$ cat src/rtl/alu_sequencer_if.sv
// Request/response channels between the decode stage and the ALU sequencer.
// The producer/consumer side uses master; the sequencer uses slave.
interface alu_sequencer_if #(parameter int DATA_W = 32);
  logic              req_valid;
  logic              req_ready;
  logic [5:0]        req_funct;
  logic [4:0]        req_shamt;
  logic [DATA_W-1:0] req_a;
  logic [DATA_W-1:0] req_b;
  logic              rsp_valid;
  logic              rsp_ready;
  logic [DATA_W-1:0] rsp_result;
  logic              rsp_illegal;

  modport master (
    output req_valid, req_funct, req_shamt, req_a, req_b, rsp_ready,
    input  req_ready, rsp_valid, rsp_result, rsp_illegal
  );

  modport slave (
    input  req_valid, req_funct, req_shamt, req_a, req_b, rsp_ready,
    output req_ready, rsp_valid, rsp_result, rsp_illegal
  );
endinterface

$ cat src/rtl/alu_sequencer.sv
// R-type op sequencer driving a 32-bit ALU; multi-bit shifts are repeated 1-bit ALU passes.
// Latency 1 (illegal/zero shift), 2 (arith/logic), n+1 (shift by n); one op in flight, req_ready only in IDLE.
module alu_sequencer #(
  parameter int DATA_W = 32
) (
  input  logic              clk,
  input  logic              rst_n,
  alu_sequencer_if.slave    bus,
  output logic [DATA_W-1:0] alu_dataa,
  output logic [DATA_W-1:0] alu_datab,
  output logic [3:0]        alu_function,
  input  logic [DATA_W-1:0] alu_result
);

  localparam logic [3:0] FN_ADD = 4'b0000;
  localparam logic [3:0] FN_SUB = 4'b0010;
  localparam logic [3:0] FN_AND = 4'b0100;
  localparam logic [3:0] FN_OR  = 4'b0101;
  localparam logic [3:0] FN_XOR = 4'b0111;
  localparam logic [3:0] FN_NOR = 4'b0110;
  localparam logic [3:0] FN_SL  = 4'b1000;
  localparam logic [3:0] FN_SRL = 4'b1010;
  localparam logic [3:0] FN_SRA = 4'b1001;

  typedef enum logic [1:0] {IDLE, EXEC, SHIFT, DONE} state_t;

  state_t            state_q, state_d;
  logic [3:0]        fn_q;
  logic [DATA_W-1:0] acc_q;
  logic [DATA_W-1:0] b_q;
  logic [4:0]        cnt_q;
  logic [DATA_W-1:0] result_q;
  logic              illegal_q;

  logic       dec_legal, dec_shift, dec_var;
  logic [3:0] dec_fn;
  logic [4:0] shift_cnt;
  logic       accept;

  always_comb begin
    dec_legal = 1'b1;
    dec_shift = 1'b0;
    dec_var   = 1'b0;
    dec_fn    = FN_ADD;
    case (bus.req_funct)
      6'h20, 6'h21: dec_fn = FN_ADD;
      6'h22, 6'h23: dec_fn = FN_SUB;
      6'h24:        dec_fn = FN_AND;
      6'h25:        dec_fn = FN_OR;
      6'h26:        dec_fn = FN_XOR;
      6'h27:        dec_fn = FN_NOR;
      6'h00: begin dec_fn = FN_SL;  dec_shift = 1'b1; end
      6'h02: begin dec_fn = FN_SRL; dec_shift = 1'b1; end
      6'h03: begin dec_fn = FN_SRA; dec_shift = 1'b1; end
      6'h04: begin dec_fn = FN_SL;  dec_shift = 1'b1; dec_var = 1'b1; end
      6'h06: begin dec_fn = FN_SRL; dec_shift = 1'b1; dec_var = 1'b1; end
      6'h07: begin dec_fn = FN_SRA; dec_shift = 1'b1; dec_var = 1'b1; end
      default: dec_legal = 1'b0;
    endcase
  end

  assign shift_cnt     = dec_var ? bus.req_a[4:0] : bus.req_shamt;
  assign bus.req_ready = (state_q == IDLE) && rst_n;
  assign accept        = bus.req_valid && bus.req_ready;
  assign bus.rsp_valid   = (state_q == DONE);
  assign bus.rsp_result  = result_q;
  assign bus.rsp_illegal = illegal_q;

  always_ff @(posedge clk or negedge rst_n) begin
    if (!rst_n) state_q <= IDLE;
    else        state_q <= state_d;
  end

  // ALU inputs are forced to zero/ADD outside EXEC and SHIFT.
  always_comb begin
    state_d      = state_q;
    alu_dataa    = '0;
    alu_datab    = '0;
    alu_function = FN_ADD;
    case (state_q)
      IDLE: begin
        if (accept) begin
          if (!dec_legal || (dec_shift && shift_cnt == 5'd0)) state_d = DONE;
          else if (dec_shift)                                 state_d = SHIFT;
          else                                                state_d = EXEC;
        end
      end
      EXEC: begin
        alu_dataa    = acc_q;
        alu_datab    = b_q;
        alu_function = fn_q;
        state_d      = DONE;
      end
      SHIFT: begin
        alu_dataa    = acc_q;
        alu_function = fn_q;
        if (cnt_q == 5'd1) state_d = DONE;
      end
      DONE: begin
        if (bus.rsp_ready) state_d = IDLE;
      end
      default: state_d = IDLE;
    endcase
  end

  // acc holds rs for arith/logic ops and the running shifted value for shifts.
  always_ff @(posedge clk or negedge rst_n) begin
    if (!rst_n) begin
      fn_q      <= FN_ADD;
      acc_q     <= '0;
      b_q       <= '0;
      cnt_q     <= '0;
      result_q  <= '0;
      illegal_q <= 1'b0;
    end else begin
      case (state_q)
        IDLE: begin
          if (accept) begin
            fn_q      <= dec_fn;
            b_q       <= bus.req_b;
            acc_q     <= dec_shift ? bus.req_b : bus.req_a;
            cnt_q     <= dec_shift ? shift_cnt : 5'd0;
            illegal_q <= !dec_legal;
            result_q  <= (dec_shift && shift_cnt == 5'd0) ? bus.req_b : '0;
          end
        end
        EXEC: result_q <= alu_result;
        SHIFT: begin
          acc_q <= alu_result;
          cnt_q <= cnt_q - 5'd1;
          if (cnt_q == 5'd1) result_q <= alu_result;
        end
        default: ;
      endcase
    end
  end

endmodule

$ cat src/flat_wrapper.sv
// flat-port wrapper written by rule: the top's interface ports become plain ports
module alu_sequencer_flat 
#(
  parameter int DATA_W = 32
)
  (clk, rst_n, alu_dataa, alu_datab, alu_function, alu_result, bus_req_valid, bus_req_funct, bus_req_shamt, bus_req_a, bus_req_b, bus_rsp_ready, bus_req_ready, bus_rsp_valid, bus_rsp_result, bus_rsp_illegal);
  alu_sequencer_if #(.DATA_W(DATA_W)) bus_i ();
  input  logic clk;
  input  logic rst_n;
  output logic [DATA_W-1:0] alu_dataa;
  output logic [DATA_W-1:0] alu_datab;
  output logic [3:0] alu_function;
  input  logic [DATA_W-1:0] alu_result;
  input wire logic [$bits(bus_i.req_valid)-1:0] bus_req_valid;
  input wire logic [$bits(bus_i.req_funct)-1:0] bus_req_funct;
  input wire logic [$bits(bus_i.req_shamt)-1:0] bus_req_shamt;
  input wire logic [$bits(bus_i.req_a)-1:0] bus_req_a;
  input wire logic [$bits(bus_i.req_b)-1:0] bus_req_b;
  input wire logic [$bits(bus_i.rsp_ready)-1:0] bus_rsp_ready;
  output wire logic [$bits(bus_i.req_ready)-1:0] bus_req_ready;
  output wire logic [$bits(bus_i.rsp_valid)-1:0] bus_rsp_valid;
  output wire logic [$bits(bus_i.rsp_result)-1:0] bus_rsp_result;
  output wire logic [$bits(bus_i.rsp_illegal)-1:0] bus_rsp_illegal;
  assign bus_i.req_valid = bus_req_valid;
  assign bus_i.req_funct = bus_req_funct;
  assign bus_i.req_shamt = bus_req_shamt;
  assign bus_i.req_a = bus_req_a;
  assign bus_i.req_b = bus_req_b;
  assign bus_i.rsp_ready = bus_rsp_ready;
  assign bus_req_ready = bus_i.req_ready;
  assign bus_rsp_valid = bus_i.rsp_valid;
  assign bus_rsp_result = bus_i.rsp_result;
  assign bus_rsp_illegal = bus_i.rsp_illegal;
  alu_sequencer #(.DATA_W(DATA_W)) u_core (.clk(clk), .rst_n(rst_n), .bus(bus_i), .alu_dataa(alu_dataa), .alu_datab(alu_datab), .alu_function(alu_function), .alu_result(alu_result));
endmodule
$ cat config.mk
export PLATFORM = sky130hd
export DESIGN_NAME = alu_sequencer_flat
export DESIGN_NICKNAME = d
export VERILOG_FILES = /design/src/rtl/alu_sequencer_if.sv /design/src/rtl/alu_sequencer.sv /design/src/flat_wrapper.sv
export SDC_FILE = /design/constraint.sdc
export NUM_CORES = 1
export LEC_CHECK = 0
export BUFFER_PORTS_ARGS = -buffer_cell sky130_fd_sc_hd__buf_2
export CAP_MARGIN = 20
export CORE_UTILIZATION = 54
export CTS_CLUSTER_SIZE = 10
export DETAILED_ROUTE_END_ITERATION = 8
export PLACE_DENSITY = 0.86
export RECOVER_POWER = 100
export SLEW_MARGIN = 15
export SYNTH_ARGS = -nofsm -noshare
export SYNTH_HDL_FRONTEND = slang
export SYNTH_SLANG_ARGS = --single-unit
$ cat constraint.sdc
create_clock -name clk -period 4.1 [get_ports clk]
set_input_delay 0.41 -clock clk [delete_from_list [all_inputs] [get_ports clk]]
set_output_delay 0.41 -clock clk [all_outputs]
set_load 0.02 [all_outputs]
==> flow_summary.toml <==
[sta]
whs_ns = 0.276
relSlewSlack_pct = 7.07
hold_violations = 0
slew_violations = 0
setup_tns_ns = 0
rsz0062_at_grt = "no"
max_freq_mhz = 300
clock_skew_ns = 0.00941
final-setup-viol-count = 0
max_slew.worst_pin.slew_ns = 1.39
post-route-period-util_pct = 81.2
setup_slack_ns = 0.771
period_needed_ns = 3.33

[power_and_ir_drop]
p_clk_share_pct = 10.0
swShare_pct = 50.0
p_switching_uw = 3150
combPwrFrac_pct = 59.5
vdd_drop_max_mv = 0.463
p_int_uw = 3160
p_per_area_nw_per_um2 = 897
leakage_uw = 0.00306
power_frac_seq_pct = 30.5

[finish]
fin_area_um2 = 7030
drive_gt1_share_pct = 27.7
diodes = 0
fin_nets = 907
area_growth_pct = 21.3
final_util_pct = 67.8

[floorplanning]
start_util_pct = 55.9
rows = 37
die_area_um2 = 11100
die_height_um = 106
core_um2 = 10400
io_pins = 214
die_x_um = 106

[cts]
path_clk_slew_ns = 0.11
root_buffer = "clkbuf_8"
clk_latency_ns = 0.37
cts_sinks = 108
cts_tree = "built"
cts_resized = 0
cts.path.max_buffers = 2
cts_made_buffers = 9
cts_max_level = 3

[yosys]
synthCells = 608
synthDistinctLibCells = 44
netlist_area_um2 = 5790
ys.warnings.count = 0
yosys.area.top_type = "dfrtp_1"
yosys_most_used_dff = "dfrtp_1"
synth.avg_cell_area_um2 = 9.53
ys_async_sr_fraction_pct = 100
synth_seq_cells = 108
ys_seq_area_share_pct = 46.6
syn_nets = 725
synth.most_common_cell = "dfrtp_1"
synth-edff-count = 0
synth.top_cell.area_share_pct = 46.6
synth_common_cells = "108 x dfrtp_1, 72 x nand2_1, 69 x and2_1"
synthTopCellsByArea = "dfrtp_1 47%, and2_1 7.4%, mux2_2 6.6%, a32oi_1 4.8%, nand2_1 4.7%"

[grt]
grt_pass1_wl_mm = 28.4
grt_max_degree = 57
grt-ovfl-total = 0
antenna_found_initial = 0
grt_pass1_vias = 5748
grt_usage_pct = 32.4

[worst_setup_path]
critPathCaptureType = "flip-flop"
start_kind = "flip-flop"
crit_fanout = 40
r2r-end = "u_core.b_q[16]"
worstSetupEndpoint = "u_core.b_q[16]"
r2r_slack_ns = 0.77
cp.required_ns = 4.36
r2r_start = "u_core.state_q[0]"
rr_worst_depth = 6
crit_type = "flip-flop to flip-flop"
startpoint = "u_core.state_q[0]"
worstPathArrival_ns = 3.58

[route]
wl_per_cell_um = 19.4
drtIter0Drc = 403
drc = 0
dr.pass1.iters = 5
ant_nets = 0
via_per_inst = 6.12
totalWireLength_mm = 18.1
dr_total_vias = 5698

[placement]
gp_congestion = 0.889
numPortBuffers = 213
dpl-instance-area_um2 = 6920
pre_cts_ws_ns = 1.24
dp_hpwl_mm = 12.4

[min_path]
hold_class = "input pin to flip-flop"
min_path_cells = 3
hold_path.startpoint = "bus_req_a[15]"

[status]
outcome = "completed"

[job]
cap_violations = 0
-- cell usage in the layout, fill, tap and decap left out, types with 32 or more instances in the layout --
master / instances
o21bai_1: 32
a211oi_1: 32
dfrtp_1: 108
a31oi_1: 32
a21oi_1: 39
nor2_1: 37
clkbuf_1: 62
nand2_1: 72
buf_2: 151
mux2_2: 34
and2_0: 40
a32oi_1: 32
-- cell type report --
class / count / area [um2]
inverter: 8 / 30.0
clock inverter: 7 / 60.1
sequential: 108 / 2700
multi-input combinational: 437 / 2830
clock buffer: 9 / 124
tap: 136 / 170
fill: 852 / 3340
timing repair buffer: 226 / 1110
-- critical path: stages (launching register included) --
cell,delay (ns)
dfrtp_1,0.43
inv_1,0.10
ha_1,0.18
buf_4,0.41
and3_1,0.69
clkbuf_1,0.97
mux2_2,0.43
-- metrics by stage --
stage,instances,power (uW)
floorplan,608,4520
global placement,913,5580
detailed placement,913,5760
CTS,930,6370
global route,931,6700
finish,931,6310
-- cell families (layout without fill, tap and decap cells) --
| family | count (synthesis) | count (layout) | synth area share (%) |
|---|---|---|---|
| DFF | 108 | 108 | 46.6 |
| muxes | 38 | 38 | 7.30 |
| buffers and inverters | 63 | 250 | 4.69 |
| adders and majority gates | 6 | 6 | 1.30 |
| AOI/OAI and AO/OA | 185 | 185 | 22.3 |
| and+or+nand+nor | 208 | 208 | 17.8 |
-- registers in the layout (all words and copies together) (netlist names) --
register                flops
u_core.fn_q                 4
u_core.acc_q               32
u_core.state_q              2
u_core.cnt_q                5
u_core.b_q                 32
u_core.bus.rsp_illegal      1
u_core.bus.rsp_result      32
-- repair_timing --
action	CTS	global route
setup buffers	0	0
hold buffers	1	0
endpoints found under the setup margin	0	0
endpoints found under the hold margin	20	0
-- worst min-delay path by stage --
| stage | end | slack (ns) |
|---|---|---|
| finish | u_core.acc_q[15] | 0.28 |
| floorplan | u_core.acc_q[0] | 0.11 |
| CTS | u_core.acc_q[15] | 0.26 |
| global placement | u_core.b_q[14] | 0.33 |
| global route | u_core.acc_q[24] | 0.26 |
| detailed placement | u_core.b_q[14] | 0.33 |
-- routing by layer --
metal | up-vias | part of all wire (%) | global-route usage [%]
met4 | 0 | 3.0 | 15.0
met2 | 353 | 49 | 54.2
li1 | 2545 | - | -
met3 | 48 | 9.0 | 6.31
met1 | 2752 | 39 | 40.8
met5 | - | 0 | 0
-- power by group through the flow --
stage | Clock (uW) | Combinational, uW | Sequential [uW]
after detailed placement | 0 | 3840 | 1920
after floorplan | 0 | 2470 | 2050
after global routing | 668 | 4050 | 1980
after CTS | 632 | 3840 | 1910
after global placement | 0 | 3700 | 1890
final | 629 | 3750 | 1930
No activity file was read; power rests on OpenSTA's default activity.
